$ cat config.mk
export PLATFORM = sky130hd
export DESIGN_NAME = serv_mtimer_flat
export DESIGN_NICKNAME = d
export VERILOG_FILES = /design/src/rtl/serv_mtimer_if.sv /design/src/rtl/serv_mtimer.sv /design/src/flat_wrapper.sv
export SDC_FILE = /design/constraint.sdc
export NUM_CORES = 1
export LEC_CHECK = 0
export CORE_MARGIN = 2
export CORE_UTILIZATION = 55
export DETAILED_ROUTE_END_ITERATION = 16
export GPL_TIMING_DRIVEN = 1
export PLACE_DENSITY_LB_ADDON = 0.12
export SYNTH_ARGS = -nofsm -noshare
export SYNTH_HDL_FRONTEND = slang
export SYNTH_SLANG_ARGS = --single-unit
export TNS_END_PERCENT = 10
$ cat constraint.sdc
create_clock -name i_clk -period 2.6 [get_ports i_clk]
set_clock_uncertainty 0.2 [all_clocks]
set_input_delay 0.65 -clock i_clk [delete_from_list [all_inputs] [get_ports i_clk]]
set_output_delay 0.65 -clock i_clk [all_outputs]
set_load 0.03 [all_outputs]
$ cat src/rtl/serv_mtimer_if.sv
// serv_mtimer_if: 32-bit Wishbone responder port of the machine timer.
// The master drives the request fields; the slave (timer) returns read data
// and a single-cycle acknowledge.
interface serv_mtimer_if;
  logic        i_wb_cyc;
  logic        i_wb_we;
  logic [1:0]  i_wb_adr;
  logic [31:0] i_wb_dat;
  logic [3:0]  i_wb_sel;
  logic [31:0] o_wb_rdt;
  logic        o_wb_ack;

  modport master (
    output i_wb_cyc, i_wb_we, i_wb_adr, i_wb_dat, i_wb_sel,
    input  o_wb_rdt, o_wb_ack
  );

  modport slave (
    input  i_wb_cyc, i_wb_we, i_wb_adr, i_wb_dat, i_wb_sel,
    output o_wb_rdt, o_wb_ack
  );
endinterface

$ cat src/rtl/serv_mtimer.sv
// serv_mtimer: RISC-V machine timer (mtime / mtimecmp) on the SERV Wishbone
// data bus. A prescaled free-running mtime is compared against mtimecmp to
// drive a registered, level-sensitive o_mtip.
//
// Build option: define SERV_MTIMER_64BIT_EN for 64-bit mtime/mtimecmp with
// the upper halves at word addresses 1 and 3. Without it both registers are
// 32 bits and addresses 1/3 read as zero, ignore writes and are still acked.
module serv_mtimer #(
  parameter int DIV            = 1,
  parameter     RESET_STRATEGY = "MINI"
) (
  input  logic         i_clk,
  input  logic         i_rst,
  serv_mtimer_if.slave wb,
  output logic         o_mtip
);

`ifdef SERV_MTIMER_64BIT_EN
  localparam int W = 64;
`else
  localparam int W = 32;
`endif

  // "NONE" keeps the datapath unreset; the bus FSM and ack always reset.
  localparam bit RST_ALL = (RESET_STRATEGY != "NONE");

  typedef enum logic {IDLE, ACK} state_t;

  state_t       state;
  logic         ack_r;
  logic [31:0]  rdt_r;
  logic [W-1:0] mtime;
  logic [W-1:0] mtimecmp;
  logic [W-1:0] mtime_inc;
  logic [W-1:0] mtime_nxt;
  logic [W-1:0] cmp_nxt;
  logic [31:0]  rd_val;
  logic         tick;
  logic         req;
  logic         wr_en;
  logic         rd_en;

  // Replace only the bytes whose enable is set.
  function automatic logic [31:0] byte_merge(input logic [31:0] cur,
                                             input logic [31:0] dat,
                                             input logic [3:0]  sel);
    logic [31:0] r;
    r = cur;
    for (int b = 0; b < 4; b++) begin
      if (sel[b]) r[8*b +: 8] = dat[8*b +: 8];
    end
    return r;
  endfunction

  generate
    if (DIV == 1) begin : g_nopre
      assign tick = 1'b1;
    end else begin : g_pre
      localparam int PW = $clog2(DIV);
      logic [PW-1:0] pre;

      assign tick = (pre == PW'(DIV - 1));

      // Prescaler: counts 0..DIV-1 and wraps on tick.
      always_ff @(posedge i_clk) begin
        if (RST_ALL && i_rst) pre <= '0;
        else if (tick)        pre <= '0;
        else                  pre <= pre + PW'(1);
      end
    end
  endgenerate

  // Requests are only taken in IDLE, so a held cyc is acked every other cycle.
  assign req   = (state == IDLE) && wb.i_wb_cyc && !i_rst;
  assign wr_en = req && wb.i_wb_we;
  assign rd_en = req && !wb.i_wb_we;

  // Read mux sees the registers before any increment of this cycle.
  always_comb begin
    rd_val = '0;
    case (wb.i_wb_adr)
      2'd0:    rd_val = mtime[31:0];
      2'd2:    rd_val = mtimecmp[31:0];
`ifdef SERV_MTIMER_64BIT_EN
      2'd1:    rd_val = mtime[63:32];
      2'd3:    rd_val = mtimecmp[63:32];
`endif
      default: rd_val = '0;
    endcase
  end

  // Next register values: a written mtime half merges the written bytes into
  // the already-incremented value, so the other half still sees the carry.
  always_comb begin
    mtime_inc = mtime + W'(tick);
    mtime_nxt = mtime_inc;
    cmp_nxt   = mtimecmp;
    if (wr_en) begin
      case (wb.i_wb_adr)
        2'd0:    mtime_nxt[31:0] = byte_merge(mtime_inc[31:0], wb.i_wb_dat, wb.i_wb_sel);
        2'd2:    cmp_nxt[31:0]   = byte_merge(mtimecmp[31:0], wb.i_wb_dat, wb.i_wb_sel);
`ifdef SERV_MTIMER_64BIT_EN
        2'd1:    mtime_nxt[63:32] = byte_merge(mtime_inc[63:32], wb.i_wb_dat, wb.i_wb_sel);
        2'd3:    cmp_nxt[63:32]   = byte_merge(mtimecmp[63:32], wb.i_wb_dat, wb.i_wb_sel);
`endif
        default: ;
      endcase
    end
  end

  // Bus FSM with registered ack; reset drops any pending ack.
  always_ff @(posedge i_clk) begin
    if (i_rst) begin
      state <= IDLE;
      ack_r <= 1'b0;
    end else begin
      case (state)
        IDLE: begin
          if (wb.i_wb_cyc) begin
            state <= ACK;
            ack_r <= 1'b1;
          end
        end
        ACK: begin
          state <= IDLE;
          ack_r <= 1'b0;
        end
        default: begin
          state <= IDLE;
          ack_r <= 1'b0;
        end
      endcase
    end
  end

  // Timer registers, read-data capture and the one-cycle-late compare.
  always_ff @(posedge i_clk) begin
    if (RST_ALL && i_rst) begin
      mtime    <= '0;
      mtimecmp <= '1;
      o_mtip   <= 1'b0;
      rdt_r    <= '0;
    end else begin
      mtime    <= mtime_nxt;
      mtimecmp <= cmp_nxt;
      o_mtip   <= (mtime >= mtimecmp);
      if (rd_en) rdt_r <= rd_val;
    end
  end

  assign wb.o_wb_ack = ack_r;
  assign wb.o_wb_rdt = rdt_r;

endmodule

$ cat src/flat_wrapper.sv
// flat-port wrapper written by rule: the top's interface ports become plain ports
module serv_mtimer_flat 
#(
  parameter int DIV            = 1,
  parameter     RESET_STRATEGY = "    "
)
  (i_clk, i_rst, o_mtip, wb_i_wb_cyc, wb_i_wb_we, wb_i_wb_adr, wb_i_wb_dat, wb_i_wb_sel, wb_o_wb_rdt, wb_o_wb_ack);
  serv_mtimer_if wb_i ();
  input  logic i_clk;
  input  logic i_rst;
  output logic o_mtip;
  input wire logic [$bits(wb_i.i_wb_cyc)-1:0] wb_i_wb_cyc;
  input wire logic [$bits(wb_i.i_wb_we)-1:0] wb_i_wb_we;
  input wire logic [$bits(wb_i.i_wb_adr)-1:0] wb_i_wb_adr;
  input wire logic [$bits(wb_i.i_wb_dat)-1:0] wb_i_wb_dat;
  input wire logic [$bits(wb_i.i_wb_sel)-1:0] wb_i_wb_sel;
  output wire logic [$bits(wb_i.o_wb_rdt)-1:0] wb_o_wb_rdt;
  output wire logic [$bits(wb_i.o_wb_ack)-1:0] wb_o_wb_ack;
  assign wb_i.i_wb_cyc = wb_i_wb_cyc;
  assign wb_i.i_wb_we = wb_i_wb_we;
  assign wb_i.i_wb_adr = wb_i_wb_adr;
  assign wb_i.i_wb_dat = wb_i_wb_dat;
  assign wb_i.i_wb_sel = wb_i_wb_sel;
  assign wb_o_wb_rdt = wb_i.o_wb_rdt;
  assign wb_o_wb_ack = wb_i.o_wb_ack;
  serv_mtimer #(.DIV(DIV), .RESET_STRATEGY(RESET_STRATEGY)) u_core (.i_clk(i_clk), .i_rst(i_rst), .wb(wb_i), .o_mtip(o_mtip));
endmodule
==> impl_metrics.ini, run 1 <==
[grt]
grt_antenna_before_repair = 0
grt_max_degree = 53
overflow = 0
grt_util_all_layers_pct = 26.7
grt_pass1_vias = 4571
grt_pass1_wl_um = 22100

[setup_path]
reg2reg_depth = 5
crit_start = wb_i_wb_we
reg2reg_slack_ns = 0.33
critPathKind = primary input to flip-flop
cp_num_buf_inv = 2
crit_path_start_kind = primary input
reg2reg_from = u_core.mtime[5]
critical_path.top_delay_family = simple AND/OR/NAND/NOR gates
endpoint = u_core.mtime[8]
critPathArrivalTime_ns = 2.35
cp_slowest_cell = clkdlybuf4s50_1
worst-path-stages = 7
r2r_end = u_core.mtime[31]
cp_max_fo = 8
path_cells = clkdlybuf4s50_1, nor3b_1, and2_1, nand2_1, buf_4, nor2_1, a211oi_1
cpPeakStageDelay_ns = 0.52
worstPathRequired_ns = 2.64
cp-end-kind = flip-flop

[placement]
gp_congestion = 0.890
hpwl_um = 9850
io_buffers = 75
dpl_cell_area_um2 = 6350
dp.cells = 843

[clock_network]
numCtsBuffers = 9
post_cts_buffers = 0
cts_root_buffer = clkbuf_8
clkTransAtPathRegs_ns = 0.09
clk_latency_ns = 0.37
cts_tree = built
cts_resized = 0
cts_num_sinks = 99
clk_path_buf_depth = 2
postCtsHoldBufs = 0
htreeDepth = 3

[route]
ant_nets = 0
drt_iter0_drc = 217
first_pass_iters = 4
drcViolationCount = 0
vias = 4916
viasPerCell = 5.73
routed_wl_um = 13600
wl_per_cell_um = 15.9

[floorplan]
start_util_pct = 56.0
std_cell_rows = 36
die_height_um = 103
die_w_um = 103
fp.coreArea_um2 = 9640
dieArea_um2 = 10600
ios = 76

[sta]
rsz0062_at_grt = no
final-hold-violation-count = 0
fin_crit_ns = 2.31
period_share_pct = 88.9
max_freq_ghz = 0.433
setup_viol = 0
worst_slew_pin_slew_ns = 0.584
hold_ws_ns = 0.280
slew_headroom_pct = 60.9
slew_viol_final = 0

[power_and_ir_drop]
sw_frac_of_total_pct = 26.0
p_int_w = 0.00208
finalPower_w = 0.00281
leakage_nw = 2.94
clkPwrFrac_pct = 31.6
ir_worst_vdd_v = 0.000352
p_switching_w = 0.000729
combPwrFrac_pct = 11.9
power.density_nw_per_um2 = 431
seqPwrFrac_pct = 56.5

[final_layout]
final_cell_area_um2 = 6510
drive_gt1_share_pct = 7.86
nNetsFinal = 796
area_delta_synth_final_pct = 20.6
final_cells = 858
antenna_cells = 0

[synthesis]
synthMuxAreaShare_pct = 6.12
synth_compound_area_share_pct = 10.0
yosysTopAreaCell = dfxtp_1
synth-simple-area-share_pct = 29.4
synth_xor_area_share_pct = 4.54
yosys-top-cells-area = dfxtp_1 37%, ha_1 7.6%, mux2i_1 6.1%
yosys_warnings = 0
synth_async_sr_flop_share_pct = 0
synth_top_area_share_pct = 36.7
synth_cell_type_count = 48
syn_inst = 650
avgSynthCellArea_um2 = 8.31
ys_ff_latch = 99
synth-edff-count = 0
synth_top_family_by_area = simple AND/OR/NAND/NOR gates
syn-num-nets = 725
synth_fa_ha_area_share_pct = 7.65
synth_top_flop_cell = dfxtp_1
ys_seq_area_share_pct = 36.7
synth.cell_area_um2 = 5400

[flow_run]
cap_violations = 0

[run_status]
status = finished clean

[hold_path]
hp-class = flip-flop to flip-flop
==> stage by stage <==
| stage | TNS [ns] | setup WS [ns] | utilization, % |
|---|---|---|---|
| after global routing | 0 | 0.146 | 67.5 |
| final | 0 | 0.290 | 67.5 |
| after floorplan | 0 | 0.459 | - |
| after global placement | -0.412 | -0.0483 | 65.8 |
| after CTS | 0 | 0.299 | 67.5 |
| after detailed placement | -1.56 | -0.0904 | 65.8 |
==> power by group through the flow <==
stage / logic, W / registers, W / clock network, W
after floorplan: 0.000163 / 0.00163 / 0
after global placement: 0.000324 / 0.00162 / 0
after detailed placement: 0.000330 / 0.00162 / 0
after CTS: 0.000332 / 0.00158 / 0.000912
after global routing: 0.000361 / 0.00159 / 0.000962
final: 0.000334 / 0.00158 / 0.000887
==> cell type report <==
type                    count  area (um^2)
inverters                  33          124
clock buffers              13          149
clock inverters             2         12.5
multi-input cells         476         3120
well taps                 133          166
repair buffers            102          956
fillers                   866         3130
flip-flops and latches     99         1980
==> synthesized netlist by cell type, types with 2 or more instances <==
cell / instances
a211oi_1: 28
nand2_1: 58
buf_1: 5
a21oi_1: 47
a221oi_1: 2
o21ai_0: 4
nor3b_1: 2
buf_2: 6
nand2b_1: 3
nand3b_1: 32
nor4_1: 2
nor3_1: 40
clkbuf_1: 29
nand3_1: 51
nand4_1: 7
and3_1: 4
nor4_2: 4
and2_1: 2
xor2_1: 11
dfxtp_1: 99
xnor2_1: 17
and4b_1: 2
mux2i_1: 33
nor2_1: 66
ha_1: 33
inv_1: 33
and4_1: 9
==> worst min-delay path by stage <==
stage	start	endpoint	slack, ns	depth (start not counted)
after detailed placement	u_core.state	u_core.wb.o_wb_ack	0.26	1
after CTS	u_core.state	u_core.wb.o_wb_ack	0.28	1
after floorplan	u_core.state	u_core.wb.o_wb_ack	0.22	1
after global routing	u_core.state	u_core.wb.o_wb_ack	0.29	1
after global placement	u_core.state	u_core.wb.o_wb_ack	0.26	1
final	u_core.state	u_core.wb.o_wb_ack	0.28	1
==> sequential cells by signal, summed over array words and instances, names as in the netlist <==
name                count
u_core.wb.o_wb_rdt     32
u_core.mtimecmp        32
u_core.o_mtip           1
u_core.state            1
u_core.wb.o_wb_ack      1
u_core.mtime           32
==> cells by family after synthesis <==
| logic type | Yosys count |
|---|---|
| AO/OA/AOI/OAI | 88 |
| XOR/XNOR | 28 |
| adder cells (fa/ha/maj) | 33 |
| buffers and inverters | 75 |
| flip-flops | 99 |
| multiplexers | 33 |
| AND/OR/NAND/NOR | 294 |
==> layout by cell type, fill, tap and decap left out, drive strengths merged, types with 2 or more instances in the layout <==
cell           netlist  layout
a211oi              29      29
a21oi               47      47
a221oi               2       2
and2                 2       2
and3                 4       4
and4                10      10
and4b                2       2
buf                 13      29
clkbuf              29      13
clkdlybuf4s50        0      73
dfxtp               99      99
ha                  33      33
inv                 33      33
mux2i               33      33
nand2               59      59
nand2b               3       3
nand3               52      52
nand3b              32      32
nand4                8       8
nor2                66      66
nor3                41      41
nor3b                3       3
nor4                 7       7
o21ai                4       4
or2                  2       2
xnor2               17      17
xor2                11      11
==> metal layers <==
metal,vias to the layer above,GRT usage (%),wire [um],part of all wire [%]
met3,19,6.03,709,5.2
met4,0,8.91,248,1.8
met1,2338,33.9,5970,44
met5,-,0,0,0
met2,132,45.0,6690,49
li1,2427,-,-,-
==> worst reg2reg max path: cells and delay by family, from the launching register on <==
family | cells | cell delay (ns)
multiplexers | 1 | 0.25
AND/OR/NAND/NOR | 4 | 1.26
flip-flops | 1 | 0.46
(Power assumes the default switching activity.)
==> inputs of run 2 (changes only) <==
CORE_UTILIZATION = 35   (was 55)
==> impl_metrics.ini, run 2 (same netlist as run 1, synthesis figures left out) <==
[setup_path]
worstPathRequired_ns = 2.65
critPathArrivalTime_ns = 2.41
endpoint = u_core.mtime[31]
reg2reg_from = u_core.mtime[5]
critPathKind = flip-flop to flip-flop
crit_path_start_kind = flip-flop
cp-end-kind = flip-flop
reg2reg_slack_ns = 0.25
crit_start = u_core.mtime[5]
r2r_end = u_core.mtime[31]
reg2reg_depth = 5
cp_max_fo = 7

[route]
drcViolationCount = 0
drt_iter0_drc = 273
ant_nets = 0
vias = 4761
first_pass_iters = 4
routed_wl_um = 14700
viasPerCell = 5.20
wl_per_cell_um = 16.0

[power_and_ir_drop]
power.density_nw_per_um2 = 475
combPwrFrac_pct = 10.6
finalPower_w = 0.00319
clkPwrFrac_pct = 39.7
p_int_w = 0.00236
leakage_nw = 3.01
p_switching_w = 0.000829
seqPwrFrac_pct = 49.7
ir_worst_vdd_v = 0.000293
sw_frac_of_total_pct = 26.0

[sta]
worst_slew_pin_slew_ns = 0.625
slew_viol_final = 0
slew_headroom_pct = 57.9
fin_crit_ns = 2.35
hold_ws_ns = 0.275
setup_viol = 0
max_freq_ghz = 0.425
period_share_pct = 90.5
rsz0062_at_grt = no
tns_ns = 0
final-hold-violation-count = 0

[floorplan]
start_util_pct = 35.6
dieArea_um2 = 16400
fp.coreArea_um2 = 15100
die_w_um = 128
die_height_um = 128
ios = 76
std_cell_rows = 45

[grt]
grt_pass1_vias = 4616
grt_antenna_before_repair = 0
grt_max_degree = 65
grt_util_all_layers_pct = 18.2
grt_pass1_wl_um = 23600
overflow = 0

[final_layout]
area_delta_synth_final_pct = 24.2
nNetsFinal = 797
antenna_cells = 0
final_common_cell = dfxtp_1
final_util_pct = 44.3
n_fill_cell = 1494
layout_common_cells = 99 x dfxtp_1, 73 x clkdlybuf4s50_1, 66 x nor2_1, 58 x nand2_1, 51 x nand3_1
drive_gt1_share_pct = 8.39
final_cells = 915

[placement]
dp.cells = 899
hpwl_um = 10300
io_buffers = 75
gp_congestion = 0.832

[clock_network]
numCtsBuffers = 9
clk_latency_ns = 0.36
post_cts_buffers = 0
htreeDepth = 3
cts_num_sinks = 99
cts_resized = 0
postCtsHoldBufs = 0
clkTransAtPathRegs_ns = 0.07
cts_tree = built
cts_root_buffer = clkbuf_16
clk_path_buf_depth = 2

[hold_path]
hp-class = flip-flop to flip-flop

[flow_run]
cap_violations = 0

[run_status]
status = finished clean
run 2: cell types whose count changed in the layout (fill, tap and decap cells not counted), sizes merged:
| cell | previous run | this run |
|---|---|---|
| clkinvlp | 1 | 2 |
| clkbuf | 13 | 10 |
| clkinv | 1 | 4 |
| buf | 29 | 30 |
run 2: worst min path at each step:
| stage | start | end | depth (start not counted) |
|---|---|---|---|
| 6_report | u_core.state | u_core.wb.o_wb_ack | 1 |
| 3_5_place_dp | u_core.state | u_core.wb.o_wb_ack | 1 |
| 3_3_place_gp | u_core.wb.o_wb_rdt[25] | u_core.wb.o_wb_rdt[25] | 2 |
| 5_1_grt | u_core.state | u_core.wb.o_wb_ack | 1 |
| 2_1_floorplan | u_core.state | u_core.wb.o_wb_ack | 1 |
| 4_1_cts | u_core.state | u_core.wb.o_wb_ack | 1 |
run 2: power groups by stage:
stage / registers, W / logic (W) / clock network (W)
detailed placement: 0.00162 / 0.000337 / 0
floorplan: 0.00163 / 0.000163 / 0
CTS: 0.00158 / 0.000340 / 0.00131
global route: 0.00159 / 0.000367 / 0.00137
global placement: 0.00162 / 0.000334 / 0
finish: 0.00158 / 0.000336 / 0.00127
run 2: critical path, cell delays in order (launching register included):
cell and delay [ns]:
dfxtp_1 0.45, and4_1 0.49, nand2_4 0.17, nor4_1 0.61, mux2i_1 0.25, nand2_1 0.06
run 2: final cells by class:
cell class | instances | area, um^2 | area share, %
Multi-Input combinational cell | 476 | 3120 | 46.5
Clock buffer | 10 | 229 | 3.41
Sequential cell | 99 | 1980 | 29.5
Clock inverter | 6 | 42.5 | 0.634
Timing Repair Buffer | 103 | 976 | 14.5
Tap cell | 188 | 235 | 3.51
Inverter | 33 | 124 | 1.85
run 2: metrics by stage:
step / setup slack [ns] / instance area, um^2
global placement: 0.0225 / 6440
global route: 0.0964 / 6710
finish: 0.248 / 6710
CTS: 0.242 / 6710
detailed placement: -0.00851 / 6440
floorplan: 0.459 / 5400
run 2: per-layer routing:
| metal | routed length [um] | track usage, % | share of wire (%) |
|---|---|---|---|
| met2 | 6870 | 30.7 | 47 |
| met4 | 200 | 5.56 | 1.4 |
| met3 | 443 | 3.46 | 3.0 |
| met5 | 0 | 0 | 0 |
| met1 | 7140 | 23.5 | 49 |
